$ cat config.mk
export PLATFORM = sky130hd
export DESIGN_NAME = rr_arbiter8
export DESIGN_NICKNAME = d
export VERILOG_FILES = /design/src/rtl/rr_arbiter8_pkg.sv /design/src/rtl/rr_prio_enc8.sv /design/src/rtl/rr_arbiter8.sv
export SDC_FILE = /design/constraint.sdc
export NUM_CORES = 1
export LEC_CHECK = 0
export CAP_MARGIN = 10
export CORE_UTILIZATION = 58
export DETAILED_ROUTE_END_ITERATION = 10
export PLACE_DENSITY = 0.8
export SETUP_SLACK_MARGIN = 0.5
export SYNTH_ARGS = -nofsm -noshare
export SYNTH_HDL_FRONTEND = slang
export SYNTH_HIERARCHICAL = 1
export SYNTH_SLANG_ARGS = --single-unit
export TNS_END_PERCENT = 20
$ cat constraint.sdc
create_clock -name clk -period 9.5 [get_ports clk]
set_input_delay 1.425 -clock clk [delete_from_list [all_inputs] [get_ports clk]]
set_output_delay 1.425 -clock clk [all_outputs]
set_load 0.005 [all_outputs]
$ cat src/rtl/rr_arbiter8_pkg.sv
// Shared constants, FSM state encoding and helpers for the rr_arbiter8 round-robin arbiter.
package rr_arbiter8_pkg;

    localparam int NUM_REQ      = 8;
    localparam int IDX_W        = 3;
    localparam int MAX_HOLD_DEF = 16;
    localparam int CNT_W        = 8;

    typedef enum logic {
        ST_IDLE  = 1'b0,
        ST_GRANT = 1'b1
    } state_e;

    function automatic logic [NUM_REQ-1:0] idx_to_onehot(input logic [IDX_W-1:0] idx);
        idx_to_onehot      = '0;
        idx_to_onehot[idx] = 1'b1;
    endfunction

endpackage

$ cat src/rtl/rr_prio_enc8.sv
// Rotated 8-input priority encoder: the first set bit of (req & ~excl) found when scanning
// upward from 'start' (mod 8) wins; 'any' flags that a winner exists.
module rr_prio_enc8
    import rr_arbiter8_pkg::*;
(
    input  logic [NUM_REQ-1:0] req,
    input  logic [IDX_W-1:0]   start,
    input  logic [NUM_REQ-1:0] excl,
    output logic [IDX_W-1:0]   idx,
    output logic               any
);

    logic [NUM_REQ-1:0] masked;
    logic [IDX_W-1:0]   cand;

    // NOTE: every variable written in this always_comb is given a value up front so no path
    // leaves it unassigned; that is what keeps synthesis from inferring a latch.
    always_comb begin
        masked = req & ~excl;
        idx    = '0;
        any    = 1'b0;
        cand   = '0;
        // Walk from the farthest offset down to 'start' so the nearest candidate is written last.
        for (int i = NUM_REQ - 1; i >= 0; i--) begin
            cand = start + IDX_W'(i);
            if (masked[cand]) begin
                idx = cand;
                any = 1'b1;
            end
        end
    end

endmodule

$ cat src/rtl/rr_arbiter8.sv
// Eight-way round-robin arbiter with registered one-hot grant and encoded index.
// Define RR_ARB_TIMEOUT_EN to compile in the MAX_HOLD forced-release feature.
module rr_arbiter8
    import rr_arbiter8_pkg::*;
#(
    parameter int MAX_HOLD = MAX_HOLD_DEF
) (
    input  logic               clk,
    input  logic               rst,
    input  logic [NUM_REQ-1:0] req,
    output logic [NUM_REQ-1:0] gnt,
    output logic [IDX_W-1:0]   gnt_idx,
    output logic               gnt_valid,
    output logic               timeout
);

    state_e             state_q, state_d;
    logic [IDX_W-1:0]   ptr_q, ptr_d;
    logic [IDX_W-1:0]   idx_q, idx_d;
    logic [NUM_REQ-1:0] gnt_q, gnt_d;

    logic [IDX_W-1:0]   scan_start;
    logic [NUM_REQ-1:0] scan_excl;
    logic [IDX_W-1:0]   win_idx;
    logic               win_any;
    logic               owner_held;
    logic               force_rel;
    logic               new_grant;

    rr_prio_enc8 u_enc (
        .req   (req),
        .start (scan_start),
        .excl  (scan_excl),
        .idx   (win_idx),
        .any   (win_any)
    );

    assign owner_held = req[idx_q];

    always_comb begin
        state_d    = state_q;
        ptr_d      = ptr_q;
        idx_d      = idx_q;
        gnt_d      = gnt_q;
        new_grant  = 1'b0;
        scan_start = ptr_q;
        scan_excl  = '0;

        if (state_q == ST_GRANT) begin
            scan_start = idx_q + 1'b1;
            if (force_rel) begin
                scan_excl = idx_to_onehot(idx_q);
            end
        end

        unique case (state_q)
            ST_IDLE: begin
                if (win_any) begin
                    state_d   = ST_GRANT;
                    idx_d     = win_idx;
                    gnt_d     = idx_to_onehot(win_idx);
                    new_grant = 1'b1;
                end
            end
            ST_GRANT: begin
                if (!owner_held || force_rel) begin
                    ptr_d = idx_q + 1'b1;
                    if (win_any) begin
                        idx_d     = win_idx;
                        gnt_d     = idx_to_onehot(win_idx);
                        new_grant = 1'b1;
                    end else if (force_rel) begin
                        // Nobody else is waiting: the revoked owner keeps the grant with a fresh budget.
                        new_grant = 1'b1;
                    end else begin
                        state_d = ST_IDLE;
                        gnt_d   = '0;
                    end
                end
            end
            default: state_d = ST_IDLE;
        endcase
    end

    // NOTE: sequential state is updated with non-blocking assignments so every flop samples
    // the pre-edge values, independent of statement order.
    always_ff @(posedge clk) begin
        if (rst) begin
            state_q <= ST_IDLE;
            ptr_q   <= '0;
            idx_q   <= '0;
            gnt_q   <= '0;
        end else begin
            state_q <= state_d;
            ptr_q   <= ptr_d;
            idx_q   <= idx_d;
            gnt_q   <= gnt_d;
        end
    end

`ifdef RR_ARB_TIMEOUT_EN
    logic [CNT_W-1:0] hold_cnt_q;
    logic             timeout_q;

    assign force_rel = (state_q == ST_GRANT) && owner_held
                       && (hold_cnt_q == CNT_W'(MAX_HOLD - 1));

    always_ff @(posedge clk) begin
        if (rst) begin
            hold_cnt_q <= '0;
            timeout_q  <= 1'b0;
        end else begin
            timeout_q <= force_rel;
            if (new_grant) begin
                hold_cnt_q <= '0;
            end else if (state_q == ST_GRANT) begin
                hold_cnt_q <= hold_cnt_q + 1'b1;
            end
        end
    end

    assign timeout = timeout_q;
`else
    // MAX_HOLD only matters when the hold counter is built.
    localparam int unused_max_hold = MAX_HOLD;
    logic          unused_new_grant;

    assign unused_new_grant = new_grant;
    assign force_rel        = 1'b0;
    assign timeout          = 1'b0;
`endif

    assign gnt       = gnt_q;
    assign gnt_idx   = idx_q;
    assign gnt_valid = (state_q == ST_GRANT);

endmodule

==> flow_summary.rst <==
.. list-table::
   :header-rows: 1

   * - Metric
     - Value
   * - Run status
     - completed
   * - Post-synth top area cell
     - sky130_fd_sc_hd__dfxtp_1
   * - Nets@finish
     - 255
   * - Synth warn
     - 6
   * - Synth-to-layout area growth
     - 16.4%
   * - Maximum number of pins on one net before global-route repair
     - 20
   * - Mapped Area
     - 1840 um^2
   * - Estimated wirelength of the detail-placed design
     - 3.31 mm
   * - Longest Clk Path Bufs
     - 2
   * - Share of power burned in the clock network
     - 0.046
   * - Global-route usage over all layers
     - 0.278
   * - Skew-Pair Late Insertion Delay
     - 0.28 ns
   * - Worst-case vdd ir drop
     - 0.000230 V
   * - Main flop type after synthesis
     - sky130_fd_sc_hd__dfxtp_1
   * - Diode insertion count for antenna repair
     - 0
   * - Pin slew with the least headroom to its limit
     - 0.630 ns
   * - Top Ports
     - 23
   * - Overflow left after global routing
     - 0
   * - Max Cap Viol
     - 0
   * - DRC violations left
     - 0
   * - Die span in y
     - 58.4 um
   * - Final Cycle Share
     - 0.445
   * - Number of antenna violations at the first check in global routing
     - 0
   * - Count of clock tree sinks
     - 15
   * - Number of buffer cells added on primary ports
     - 21
   * - Clock transition at the register clock pins on the worst setup and hold paths after CTS
     - 0.08 ns
   * - Ratio of total power to cell area
     - 369 nW/um^2
   * - Final number of max-transition violations
     - 0
   * - Placement Rows
     - 20
   * - Post-detailed-route wirelength per cell
     - 15.0 um
   * - Worst endpoint data arrival time
     - 4.41 ns
   * - Hold-fix buffer count after cts
     - 0
   * - Clock period minus final worst setup slack
     - 4.23 ns
   * - Sum of routed wire length over all layers
     - 4.28 mm
   * - Switching portion of total power
     - 0.517
   * - Synthesized instance count
     - 208
   * - Data required time of the worst path
     - 9.68 ns
   * - Critical path launch point type
     - register
   * - Worst min-delay path category
     - register to register
   * - Total internal power
     - 0.000382 W
   * - Startpoint-to-endpoint class of the critical path
     - register to register
   * - Die width
     - 58.4 um
   * - Yosys reg bits
     - 15
   * - Area share of the largest cell type after synthesis
     - 0.163
   * - Count of final hold-check violations
     - 0
   * - Total iterations of the first detailed-routing run
     - 5
   * - Post-layout utilization of the core
     - 0.708
   * - Post-Place Cells
     - 281
   * - Full die area
     - 3400 um^2
   * - Fraction of registers with async set/reset
     - 0
   * - Setup TNS
     - 0 ns
   * - Number of library cell types mapped by synthesis
     - 69
   * - Number of inserted filler cells in the final layout
     - 238
   * - Fmax
     - 236 MHz
   * - Unrepaired setup endpoints after global routing
     - no
   * - Initial core utilization
     - 0.608
   * - Clock tree skew after final layout
     - 0.00324 ns
   * - Largest fanout on the critical path
     - 11
   * - Number of global-route vias before repair
     - 1673
   * - Detailed Route Iter0 Violations
     - 160
   * - First-pass GRT wire length
     - 7.43 mm
   * - Vias
     - 1757
   * - Static power due to leakage
     - 0.816 nW
   * - Headroom to the max-slew limit
     - 0.576
   * - Core outline area
     - 3030 um^2
   * - H-Tree Level Count
     - 1
   * - Buffer count from post-CTS setup fixing
     - 0
   * - Synthesized area divided by synthesized cell count
     - 8.85 um^2
   * - CTS-repair resized insts
     - 0
   * - Critical path capture point type
     - register
   * - TritonCTS clock tree
     - done
   * - Count of flip-flops with a built-in enable after synthesis
     - 0
   * - Cell with the most instances after synthesis
     - sky130_fd_sc_hd__nand2_1
   * - Combinational group share of total power
     - 0.825
   * - Final setup violation count
     - 0
   * - Share of cells above drive strength 1
     - 0.133
   * - Sequential Power Share
     - 0.129
   * - RePlAce Congestion
     - 0.980
   * - Via/cell ratio
     - 6.16
   * - Commonest cells post-synth
     - sky130_fd_sc_hd__nand2_1, sky130_fd_sc_hd__dfxtp_1, sky130_fd_sc_hd__nand2b_1, sky130_fd_sc_hd__nor2_1, sky130_fd_sc_hd__nor2b_1
   * - Antenna viol nets, final
     - 0
   * - CTS Buf Count
     - 3
   * - Area contributors post-synth
     - sky130_fd_sc_hd__dfxtp_1, sky130_fd_sc_hd__mux4_2, sky130_fd_sc_hd__mux2i_1
   * - Clock Root Buffer
     - sky130_fd_sc_hd__clkbuf_4
   * - Finished Layout Cells
     - 285
   * - Fraction of the yosys area taken by sequential cells
     - 0.163
   * - Net switching power
     - 0.000410 W
-- placed cells by master (no fill, tap or decap), types with 6 or more instances in the layout --
| cell | instances |
|---|---|
| sky130_fd_sc_hd__a32o_1 | 8 |
| sky130_fd_sc_hd__conb_1 | 20 |
| sky130_fd_sc_hd__dfxtp_1 | 15 |
| sky130_fd_sc_hd__nor2_1 | 14 |
| sky130_fd_sc_hd__mux2i_1 | 10 |
| sky130_fd_sc_hd__nand2b_1 | 14 |
| sky130_fd_sc_hd__a21oi_1 | 8 |
| sky130_fd_sc_hd__nor2b_1 | 12 |
| sky130_fd_sc_hd__mux4_2 | 6 |
| sky130_fd_sc_hd__clkdlybuf4s50_1 | 21 |
| sky130_fd_sc_hd__nand2_1 | 16 |
-- registers in the layout, indices dropped and copies added, names as in the netlist --
register,flops
gnt_idx,3
ptr_q,3
gnt_valid,1
gnt,8
-- worst max-delay path, stage by stage, from the launching register on --
cell and delay (ns):
sky130_fd_sc_hd__dfxtp_1 0.65, sky130_fd_sc_hd__ha_1 0.33, sky130_fd_sc_hd__mux2_2 0.40, sky130_fd_sc_hd__inv_2 0.18
sky130_fd_sc_hd__ha_1 0.36, sky130_fd_sc_hd__mux4_2 0.64, sky130_fd_sc_hd__nand2b_1 0.14, sky130_fd_sc_hd__a41oi_1 0.14
sky130_fd_sc_hd__a211o_1 0.32, sky130_fd_sc_hd__a32oi_1 0.51, sky130_fd_sc_hd__inv_1 0.20, sky130_fd_sc_hd__a32o_1 0.26
-- cell families after synthesis --
logic type,count (synthesis),share of synthesized area
AO/OA/AOI/OAI,56,0.260
AND/OR/NAND/NOR,80,0.243
XOR/XNOR,3,0.0183
buffers and inverters,22,0.0632
other,1,0.00204
adder cells (fa/ha/maj),3,0.0204
multiplexers,28,0.230
flip-flops,15,0.163
-- per-stage QoR --
stage | hold slack, ns | area (um^2) | power [W] | setup WS (ns)
after global routing | 0.497 | 2140 | 0.000856 | 5.06
after floorplan | 0.444 | 1910 | 0.000626 | 5.90
after CTS | 0.473 | 2140 | 0.000784 | 5.27
after detailed placement | 0.454 | 2120 | 0.000745 | 5.11
after global placement | 0.449 | 2120 | 0.000726 | 5.21
final | 0.469 | 2140 | 0.000792 | 5.27
-- power by group through the flow --
| stage | sequential [W] | clock [W] | combinational, W |
|---|---|---|---|
| final | 0.000102 | 0.0000362 | 0.000653 |
| after global routing | 0.000105 | 0.0000395 | 0.000711 |
| after CTS | 0.000103 | 0.0000366 | 0.000644 |
| after detailed placement | 0.000104 | 0 | 0.000642 |
| after global placement | 0.000103 | 0 | 0.000623 |
| after floorplan | 0.0000931 | 0 | 0.000533 |
-- metal layers --
| layer | part of all wire | up-vias | track usage |
|---|---|---|---|
| met4 | 0.0098 | 0 | 0.0680 |
| li1 | - | 850 | - |
| met2 | 0.48 | 79 | 0.466 |
| met5 | 0 | - | 0 |
| met3 | 0.068 | 9 | 0.0659 |
| met1 | 0.44 | 819 | 0.363 |
-- worst paths after layout --
kind                            depth (start not counted)  startpoint  slack (ns)     end
worst max-delay path                                   11  gnt_idx[0]        5.27  gnt[2]
worst min-delay path                                    1      gnt[6]        0.47  gnt[6]
worst max register to register                         11  gnt_idx[0]        5.27  gnt[2]
worst min register to register                          1      gnt[6]        0.47  gnt[6]
-- cell type report --
class	count	area [um^2]	area share
multi-input cells	190	1500	0.700
flip-flops and latches	15	300	0.140
repair buffers	23	225	0.105
well taps	44	55.1	0.0257
inverters	9	36.3	0.0169
clock buffers	4	26.3	0.0123
Note: power is estimated with default switching activity, not from simulation.
